<file path="src/rtl/morse_char_decoder_if.sv">
// Element stream in, ASCII character stream out. The decoder takes the master side
// and the text sink / element source takes the slave side.
interface morse_char_decoder_if;
   logic [2:0] in_code;
   logic [7:0] out_data;
   logic       out_valid;
   logic       out_ready;

   modport master (
      input  in_code,
      input  out_ready,
      output out_data,
      output out_valid
   );

   modport slave (
      output in_code,
      output out_ready,
      input  out_data,
      input  out_valid
   );
endinterface

</file>
<file path="src/rtl/morse_char_decoder.sv">
// Collects Morse dot/dash elements into a symbol, decodes it to uppercase ASCII on a
// character or word space, and queues the characters in a small output FIFO.
module morse_char_decoder #(
   parameter int FIFO_DEPTH = 4,
   parameter int MAX_ELEMS  = 5
) (
   input  logic                              clk,
   input  logic                              rst,
   morse_char_decoder_if.master              bus,
   output logic [$clog2(FIFO_DEPTH+1)-1:0]   fifo_count,
   output logic                              err_unknown,
   output logic                              ovf_err,
   input  logic                              clr_err
);

   localparam int CW = $clog2(FIFO_DEPTH + 1);
   localparam int PW = $clog2(FIFO_DEPTH);
   localparam int LW = $clog2(MAX_ELEMS + 2);

   typedef enum logic {S_COLLECT, S_SPACE} state_t;

   state_t                 state, nxt_state;
   logic [LW-1:0]          len;
   logic [MAX_ELEMS-1:0]   sym;
   logic [PW-1:0]          wr_ptr, rd_ptr;
   logic [7:0]             mem [FIFO_DEPTH];

   logic       push, pop, push_ok, drop;
   logic       use_lookup, clr_sym, elem, illegal, unk_char;
   logic [7:0] push_char;
   logic [8:0] lk;

   // Length saturates one past the longest legal symbol so overlong stays overlong.
   function automatic logic [LW-1:0] len_sat_inc(input logic [LW-1:0] l);
      return (l == LW'(MAX_ELEMS + 1)) ? l : l + LW'(1);
   endfunction

   // Returns {matched, ascii}; first element sits in the highest of the len bits.
   function automatic logic [8:0] lookup(input logic [LW-1:0] l, input logic [MAX_ELEMS-1:0] s);
      logic [7:0] key;
      logic [7:0] ch;
      if (l == '0 || l > LW'(5)) return {1'b0, 8'h3F};
      key = {3'(l), 5'(s)};
      case (key)
         {3'd2, 5'b00001}: ch = 8'h41; // A
         {3'd4, 5'b01000}: ch = 8'h42; // B
         {3'd4, 5'b01010}: ch = 8'h43; // C
         {3'd3, 5'b00100}: ch = 8'h44; // D
         {3'd1, 5'b00000}: ch = 8'h45; // E
         {3'd4, 5'b00010}: ch = 8'h46; // F
         {3'd3, 5'b00110}: ch = 8'h47; // G
         {3'd4, 5'b00000}: ch = 8'h48; // H
         {3'd2, 5'b00000}: ch = 8'h49; // I
         {3'd4, 5'b00111}: ch = 8'h4A; // J
         {3'd3, 5'b00101}: ch = 8'h4B; // K
         {3'd4, 5'b00100}: ch = 8'h4C; // L
         {3'd2, 5'b00011}: ch = 8'h4D; // M
         {3'd2, 5'b00010}: ch = 8'h4E; // N
         {3'd3, 5'b00111}: ch = 8'h4F; // O
         {3'd4, 5'b00110}: ch = 8'h50; // P
         {3'd4, 5'b01101}: ch = 8'h51; // Q
         {3'd3, 5'b00010}: ch = 8'h52; // R
         {3'd3, 5'b00000}: ch = 8'h53; // S
         {3'd1, 5'b00001}: ch = 8'h54; // T
         {3'd3, 5'b00001}: ch = 8'h55; // U
         {3'd4, 5'b00001}: ch = 8'h56; // V
         {3'd3, 5'b00011}: ch = 8'h57; // W
         {3'd4, 5'b01001}: ch = 8'h58; // X
         {3'd4, 5'b01011}: ch = 8'h59; // Y
         {3'd4, 5'b01100}: ch = 8'h5A; // Z
         {3'd5, 5'b11111}: ch = 8'h30;
         {3'd5, 5'b01111}: ch = 8'h31;
         {3'd5, 5'b00111}: ch = 8'h32;
         {3'd5, 5'b00011}: ch = 8'h33;
         {3'd5, 5'b00001}: ch = 8'h34;
         {3'd5, 5'b00000}: ch = 8'h35;
         {3'd5, 5'b10000}: ch = 8'h36;
         {3'd5, 5'b11000}: ch = 8'h37;
         {3'd5, 5'b11100}: ch = 8'h38;
         {3'd5, 5'b11110}: ch = 8'h39;
         default:          return {1'b0, 8'h3F};
      endcase
      return {1'b1, ch};
   endfunction

   assign lk       = lookup(len, sym);
   assign elem     = (bus.in_code == 3'b001) || (bus.in_code == 3'b010);
   assign illegal  = bus.in_code >= 3'b101;
   assign unk_char = use_lookup && !lk[8];

   always_comb begin
      push       = 1'b0;
      use_lookup = 1'b0;
      clr_sym    = 1'b0;
      nxt_state  = state;
      case (state)
         S_COLLECT: begin
            if (bus.in_code == 3'b011 && len != '0) begin
               push       = 1'b1;
               use_lookup = 1'b1;
               clr_sym    = 1'b1;
            end else if (bus.in_code == 3'b100) begin
               push = 1'b1;
               if (len != '0) begin
                  use_lookup = 1'b1;
                  clr_sym    = 1'b1;
                  nxt_state  = S_SPACE;
               end
            end
         end
         default: begin
            push      = 1'b1;
            nxt_state = S_COLLECT;
         end
      endcase
      push_char = use_lookup ? lk[7:0] : 8'h20;
   end

   // A push into a full FIFO still lands when the head leaves in the same cycle.
   assign pop     = bus.out_ready && (fifo_count != '0);
   assign push_ok = push && ((fifo_count != CW'(FIFO_DEPTH)) || pop);
   assign drop    = push && !push_ok;

   always_ff @(posedge clk or negedge rst) begin
      if (!rst) begin
         state       <= S_COLLECT;
         len         <= '0;
         sym         <= '0;
         wr_ptr      <= '0;
         rd_ptr      <= '0;
         fifo_count  <= '0;
         err_unknown <= 1'b0;
         ovf_err     <= 1'b0;
      end else begin
         state <= nxt_state;
         if (clr_sym) begin
            len <= '0;
            sym <= '0;
         end else if (elem) begin
            len <= len_sat_inc(len);
            sym <= {sym[MAX_ELEMS-2:0], bus.in_code == 3'b010};
         end
         if (push_ok) wr_ptr <= wr_ptr + PW'(1);
         if (pop)     rd_ptr <= rd_ptr + PW'(1);
         fifo_count  <= fifo_count + CW'(push_ok) - CW'(pop);
         err_unknown <= illegal || unk_char;
         ovf_err     <= (ovf_err && !clr_err) || drop;
      end
   end

   always_ff @(posedge clk) begin
      if (push_ok) mem[wr_ptr] <= push_char;
   end

   assign bus.out_valid = fifo_count != '0;
   assign bus.out_data  = bus.out_valid ? mem[rd_ptr] : 8'h00;

endmodule
</file>
<file path="src/flat_wrapper.sv">
// flat-port wrapper written by rule: the top's interface ports become plain ports
module morse_char_decoder_flat 
#(
   parameter int FIFO_DEPTH = 4,
   parameter int MAX_ELEMS  = 5
)
  (clk, rst, fifo_count, err_unknown, ovf_err, clr_err, bus_in_code, bus_out_ready, bus_out_data, bus_out_valid);
  morse_char_decoder_if bus_i ();
  input  logic clk;
  input  logic rst;
  output logic [$clog2(FIFO_DEPTH+1)-1:0] fifo_count;
  output logic err_unknown;
  output logic ovf_err;
  input  logic clr_err;
  input wire logic [$bits(bus_i.in_code)-1:0] bus_in_code;
  input wire logic [$bits(bus_i.out_ready)-1:0] bus_out_ready;
  output wire logic [$bits(bus_i.out_data)-1:0] bus_out_data;
  output wire logic [$bits(bus_i.out_valid)-1:0] bus_out_valid;
  assign bus_i.in_code = bus_in_code;
  assign bus_i.out_ready = bus_out_ready;
  assign bus_out_data = bus_i.out_data;
  assign bus_out_valid = bus_i.out_valid;
  morse_char_decoder #(.FIFO_DEPTH(FIFO_DEPTH), .MAX_ELEMS(MAX_ELEMS)) u_core (.clk(clk), .rst(rst), .bus(bus_i), .fifo_count(fifo_count), .err_unknown(err_unknown), .ovf_err(ovf_err), .clr_err(clr_err));
endmodule
</file>
<file path="config.mk">
export PLATFORM = sky130hd
export DESIGN_NAME = morse_char_decoder_flat
export DESIGN_NICKNAME = d
export VERILOG_FILES = /design/src/rtl/morse_char_decoder_if.sv /design/src/rtl/morse_char_decoder.sv /design/src/flat_wrapper.sv
export SDC_FILE = /design/constraint.sdc
export NUM_CORES = 1
export LEC_CHECK = 0
export CAP_MARGIN = 25
export CORE_MARGIN = 4
export CORE_UTILIZATION = 40
export DETAILED_ROUTE_END_ITERATION = 7
export SYNTH_ARGS = -nofsm -noshare
export SYNTH_HDL_FRONTEND = slang
export SYNTH_SLANG_ARGS = --single-unit
</file>
<file path="constraint.sdc">
create_clock -name clk -period 6.45 [get_ports clk]
set_input_delay 1.6125 -clock clk [delete_from_list [all_inputs] [get_ports clk]]
set_output_delay 1.6125 -clock clk [all_outputs]
set_load 0.005 [all_outputs]
</file>
### Word level (Yosys, flattened, before mapping)

Memory sizes are Yosys's and may differ from the RTL's.
Cells that the tools add are included.

| word-level totals | value |
|---|---|
| flip-flop bits (word level) | 18 |
| bits in latches | 0 |
| RAM bits | 32 |
| bits in read-only memories | 0 |
| output and inout bits | 14 |
| logic and storage cells | 105 |
| memories kept | 1 |

Memory list:

| memory | depth | width | rd ports | clocked after Yosys merged registers in | write ports | line | source |
|---|---|---|---|---|---|---|---|
| u_core.mem | 4 | 8 | 1 | 0 | 1 | morse_char_decoder.sv:26 | `logic [7:0] mem [FIFO_DEPTH];` |

| operators by class | value |
|---|---|
| $add $sub $neg | 5 |
| $mul | 0 |
| div/mod/pow operators | 0 |
| $lt $le $gt $ge | 2 |
| equal/unequal tests | 43 |
| shifts and indexed selects | 0 |
| muxes and demuxes | 26 |
| bitwise logic cells | 0 |
| reductions and logical operators | 20 |

Operators with widths:

| operator | number |
|---|---|
| case mux 8 bit (36 select lines) | 1 |
| equality test 8 bit, second input constant | 22 |
| equality test 8 x 7 -> 1 bit, second input constant | 12 |
| two-way mux 9 bit | 4 |
| OR reduction 36 bit | 1 |
| equality test 8 x 6 -> 1 bit, second input constant | 2 |
| two-way mux 8 bit | 2 |
| two-way mux 1 bit | 14 |
| two-way mux 5 bit | 2 |
| two-way mux 3 bit | 3 |
| equality test 3 x 2 -> 1 bit, second input constant | 2 |
| equality test 3 bit, second input constant | 2 |
| logical AND 1 bit | 6 |
| nonzero test 3 bit | 2 |
| logical OR 1 bit | 5 |
| adder 2 x 1 -> 2 bit, second input constant | 2 |
| adder 3 x 1 -> 3 bit | 1 |
| adder 3 x 1 -> 3 bit, second input constant | 1 |
| equality test 3 x 1 -> 1 bit, second input constant | 1 |
| >= comparator 3 bit, second input constant | 1 |
| > comparator 3 bit, second input constant | 1 |
| zero test 1 bit | 3 |
| zero test 3 bit | 1 |
| != test 3 bit, second input constant | 1 |
| other kinds (4) | 4 |

### Logic depth before layout (Yosys ltp)

| depth | value |
|---|---|
| depth after elaboration | 9 |
| gate-level depth with buffers | 10 |
| depth with buffers taken out | 8 |

### Worst setup path before layout

Ideal clock, no wire load.

| timing | value |
|---|---|
| path kind | input-to-reg |
| start | input bus_in_code[1] |
| end | register u_core.fifo_count[2] |
| setup time | 123 ps |
| data arrival time | 3019 ps |
| required time | 6327 ps |
| slack | 3308 ps |
| stages | 7 |
| cell sequence | nor2b_1 -> and2_1 -> a211oi_1 -> nor2_1 -> ha_1 -> fa_1 -> xnor2_1 |

| on the way | value |
|---|---|
| longest elaborated chain between the ends | 7 |

RTL lines:

| what | line | source |
|---|---|---|
| from (decl) | flat_wrapper.sv:15 | `input wire logic [$bits(bus_i.in_code)-1:0] bus_in_code;` |
| equality test 3 bit / equality test 3 x 2 -> 1 bit (equally long branches) | morse_char_decoder.sv:102, morse_char_decoder.sv:98 |  |
| two-way mux 1 bit / logical AND 1 bit (equally long branches) | morse_char_decoder.sv:102, morse_char_decoder.sv:98 |  |
| two-way mux 1 bit * | morse_char_decoder.sv:98 | `if (bus.in_code == 3'b011 && len != '0) begin` |
| two-way mux 1 bit * | morse_char_decoder.sv:96 | `case (state)` |
| logical AND 1 bit * | morse_char_decoder.sv:121 | `assign push_ok = push && ((fifo_count != CW'(FIFO_DEPTH)) \|\| pop);` |
| via u_core.push_ok | morse_char_decoder.sv:28 | `logic push, pop, push_ok, drop;` |
| adder 3 x 1 -> 3 bit * | morse_char_decoder.sv:145 | `fifo_count <= fifo_count + CW'(push_ok) - CW'(pop);` |
| subtractor 3 x 1 -> 3 bit * | morse_char_decoder.sv:145 |  |
| to (signal assigned) | morse_char_decoder.sv:145 |  |
| to (decl) | morse_char_decoder.sv:10 | `output logic [$clog2(FIFO_DEPTH+1)-1:0] fifo_count,` |

Mark *: on every way through the listed nets, which the timed path passes. The rest lies on a longest branch.
A chain may end at the register's enable or synchronous reset.

### Worst setup path after layout

| timing | value |
|---|---|
| start | register u_core.rd_ptr[0] |
| end | output bus_out_data[2] |

| on the way | value |
|---|---|
| longest elaborated chain between the ends | 2 |

RTL lines:

| what | line | source |
|---|---|---|
| from (decl) | morse_char_decoder.sv:25 | `logic [PW-1:0] wr_ptr, rd_ptr;` |
| from (signal assigned) | morse_char_decoder.sv:144 | `if (pop) rd_ptr <= rd_ptr + PW'(1);` |
| memory (4 x 8 bit) | -- |  |
| two-way mux 8 bit | morse_char_decoder.sv:156 | `assign bus.out_data = bus.out_valid ? mem[rd_ptr] : 8'h00;` |
| to (decl) | flat_wrapper.sv:17 | `output wire logic [$bits(bus_i.out_data)-1:0] bus_out_data;` |

No other way between the ends.

==> qor.yml <==
clock_sinks: 46
critPathCaptureType: "primary output"
finalCritPeriodShare_pct: 58.42
fp.dieH_um: 93.63
synthArstFlopShare_pct: 39.13
pin_count: 21
cts.clk_slew.worst_paths_ns: 0.09
power.density_mw_per_mm2: 437.1
finalSetupViolCount: 0
crit_type: "reg2out"
cp_max_fo: 9
fin_tns_setup_ns: 0
grt_pass1_vias: 2003
grt_setup_unrepaired: "no"
startpoint_type: "register"
vias_per_cell: 5.380
synth_cells: 268
ys_seq_area_share_pct: 44.03
whs_ns: 0.5502
grt_first_pass_wirelength_um: 9791
overflow: 0
setup_slack_ns: 2.682
synth.distinct_cells: 59
cp.required_ns: 4.84
synth.avg_cell_area_um2: 10.94
fmax_mhz: 265.4
power.leakage_nw: 1.140
initial_core_util_pct: 42.23
final_cell_mix: "28 x edfxtp_1, 23 x nor2_1, 19 x clkdlybuf4s50_1"
drive_gt1_share_pct: 10.91
n_antenna_cell: 0
core_area_mm2: 0.006944
period_needed_ns: 3.768
ant_nets: 0
row_count: 30
first_iter_violations: 141
fin_total_pwr_mw: 1.396
finalHoldViolCount: 0
syn2layout_area_growth_pct: 8.916
nets: 291
pre_cts_ws_ns: 2.591
synth_area_mm2: 0.002933
dr.pass1.iters: 4
routedWlPerCell_um: 15.37
worstPathArrival_ns: 2.16
drc: 0
status: "finished clean"
ir_worst_vdd_uv: 245.1
port_buffers: 19
wl_um: 5704
clk_path_buf_depth: 2
clock_latency_ns: 0.29
ctsResizeCount: 0
hold_class: "reg2reg"
max_slew_margin_pct: 38.42
worst_slew_pin_slew_ns: 0.9238
grt_max_degree: 31
cts_made_buffers: 5
vias: 1996
ys.flop_type: "edfxtp_1"
postCtsHoldBufs: 0
final_common_cell: "edfxtp_1"
place_congestion: 0.8252
drv_slew: 0
die_x_um: 93.63
synth_edf_count: 28
grt_usage_pct: 14.15
synth-seq-cells: 46
htree_levels: 2
cts_setup_buffers: 0
max_cap_violations: 0
root_buffer: "clkbuf_8"
die_area_mm2: 0.008766
dp_hpwl_um: 4027
cts_tree: "done"
syn_nets: 285
antenna_found_initial: 0
finClkSkew_ns: 0.006014
yosysWarnings: 0
-- through the flow --
step | util (%) | std cells | instance area [um2]
floorplan | - | 268 | 2933
global placement | 44.67 | 363 | 3102
detailed placement | 44.67 | 363 | 3102
CTS | 46.00 | 371 | 3194
global route | 46.00 | 371 | 3194
finish | 46.00 | 371 | 3194
-- routing by layer --
| metal | global-route usage (%) | share of wire [%] |
|---|---|---|
| met5 | 0 | 0 |
| met4 | 4.813 | 1.9 |
| met3 | 2.574 | 3.2 |
| met2 | 22.10 | 47 |
| met1 | 19.80 | 48 |
-- critical path, cell delays in order, from the launching register on --
cell	delay, ns
dfrtp_1	0.68
mux4_2	0.58
and2_1	0.17
clkdlybuf4s50_1	0.44
-- where the power goes --
group / leakage [nW] / internal [mW] / switching, mW / total (mW)
Combinational: 0.621 / 0.337 / 0.295 / 0.632
Clock: 0.0408 / 0.0774 / 0.0969 / 0.174
Sequential: 0.478 / 0.397 / 0.193 / 0.590
-- worst paths after layout --
path	endpoint	startpoint	slack [ns]	depth (start not counted)
min in group asynchronous	u_core.fifo_count[2]$_DFF_PN0_	rst	1.78	1
max in group asynchronous	u_core.sym[3]$_DFFE_PN0P_	rst	4.16	1
max reg2reg	u_core.fifo_count[1]$_DFF_PN0_	u_core.len[0]$_DFFE_PN0P_	3.73	7
min reg2reg	u_core.ovf_err$_DFF_PN0_	u_core.ovf_err$_DFF_PN0_	0.55	2
min	u_core.ovf_err$_DFF_PN0_	u_core.ovf_err$_DFF_PN0_	0.55	2
max	bus_out_data[2]	u_core.rd_ptr[0]$_DFFE_PN0P_	2.68	3
-- registers in the layout, summed over array words and instances, names as in the netlist --
signal	flops
u_core.err_unknown	1
u_core.fifo_count	3
u_core.len	3
u_core.mem	28
u_core.ovf_err	1
u_core.rd_ptr	2
u_core.state	1
u_core.sym	5
u_core.wr_ptr	2
-- area by class of cell --
class | instances | area, um2
Clock buffer | 5 | 68.82
Clock inverter | 3 | 23.77
Fill cell | 660 | 3750
Inverter | 10 | 37.54
Multi-Input combinational cell | 192 | 1463
Sequential cell | 46 | 1291
Tap cell | 96 | 120.1
Timing Repair Buffer | 19 | 190.2
-- synthesized netlist by cell type, drive strengths merged (2+ instances only) --
library cell / count / area, um2
o211ai: 5 / 37.54
xor2: 4 / 35.03
and4b: 2 / 20.02
a21oi: 11 / 58.81
or3: 2 / 12.51
a31oi: 6 / 52.55
nor3b: 5 / 42.54
buf: 17 / 130.1
a21o: 2 / 15.01
ha: 9 / 112.6
edfxtp: 28 / 840.8
dfrtp: 18 / 450.4
nor3: 7 / 35.03
nor2b: 9 / 56.30
clkbuf: 3 / 11.26
inv: 10 / 37.53
a211oi: 3 / 22.52
nand2: 12 / 45.04
nand3b: 3 / 26.27
and4bb: 2 / 28.78
mux2i: 6 / 60.06
and2: 15 / 93.84
mux4: 7 / 157.7
and3b: 5 / 47.54
nor4b: 4 / 56.30
nand2b: 4 / 25.02
nand4: 2 / 12.51
xnor2: 6 / 52.55
o21ai: 16 / 80.07
nor2: 24 / 92.59
nand3: 6 / 30.03
-- logic make-up after synthesis --
logic type / share of synthesized area [%]
and+or+nand+nor: 21.88
AOI/OAI and AO/OA: 12.93
DFF: 44.03
buffers and inverters: 6.100
muxes: 7.423
adders and majority gates: 4.522
xor gates and xnor gates: 2.986
other: 0.1279
Note: power is estimated with default switching activity, not from simulation.
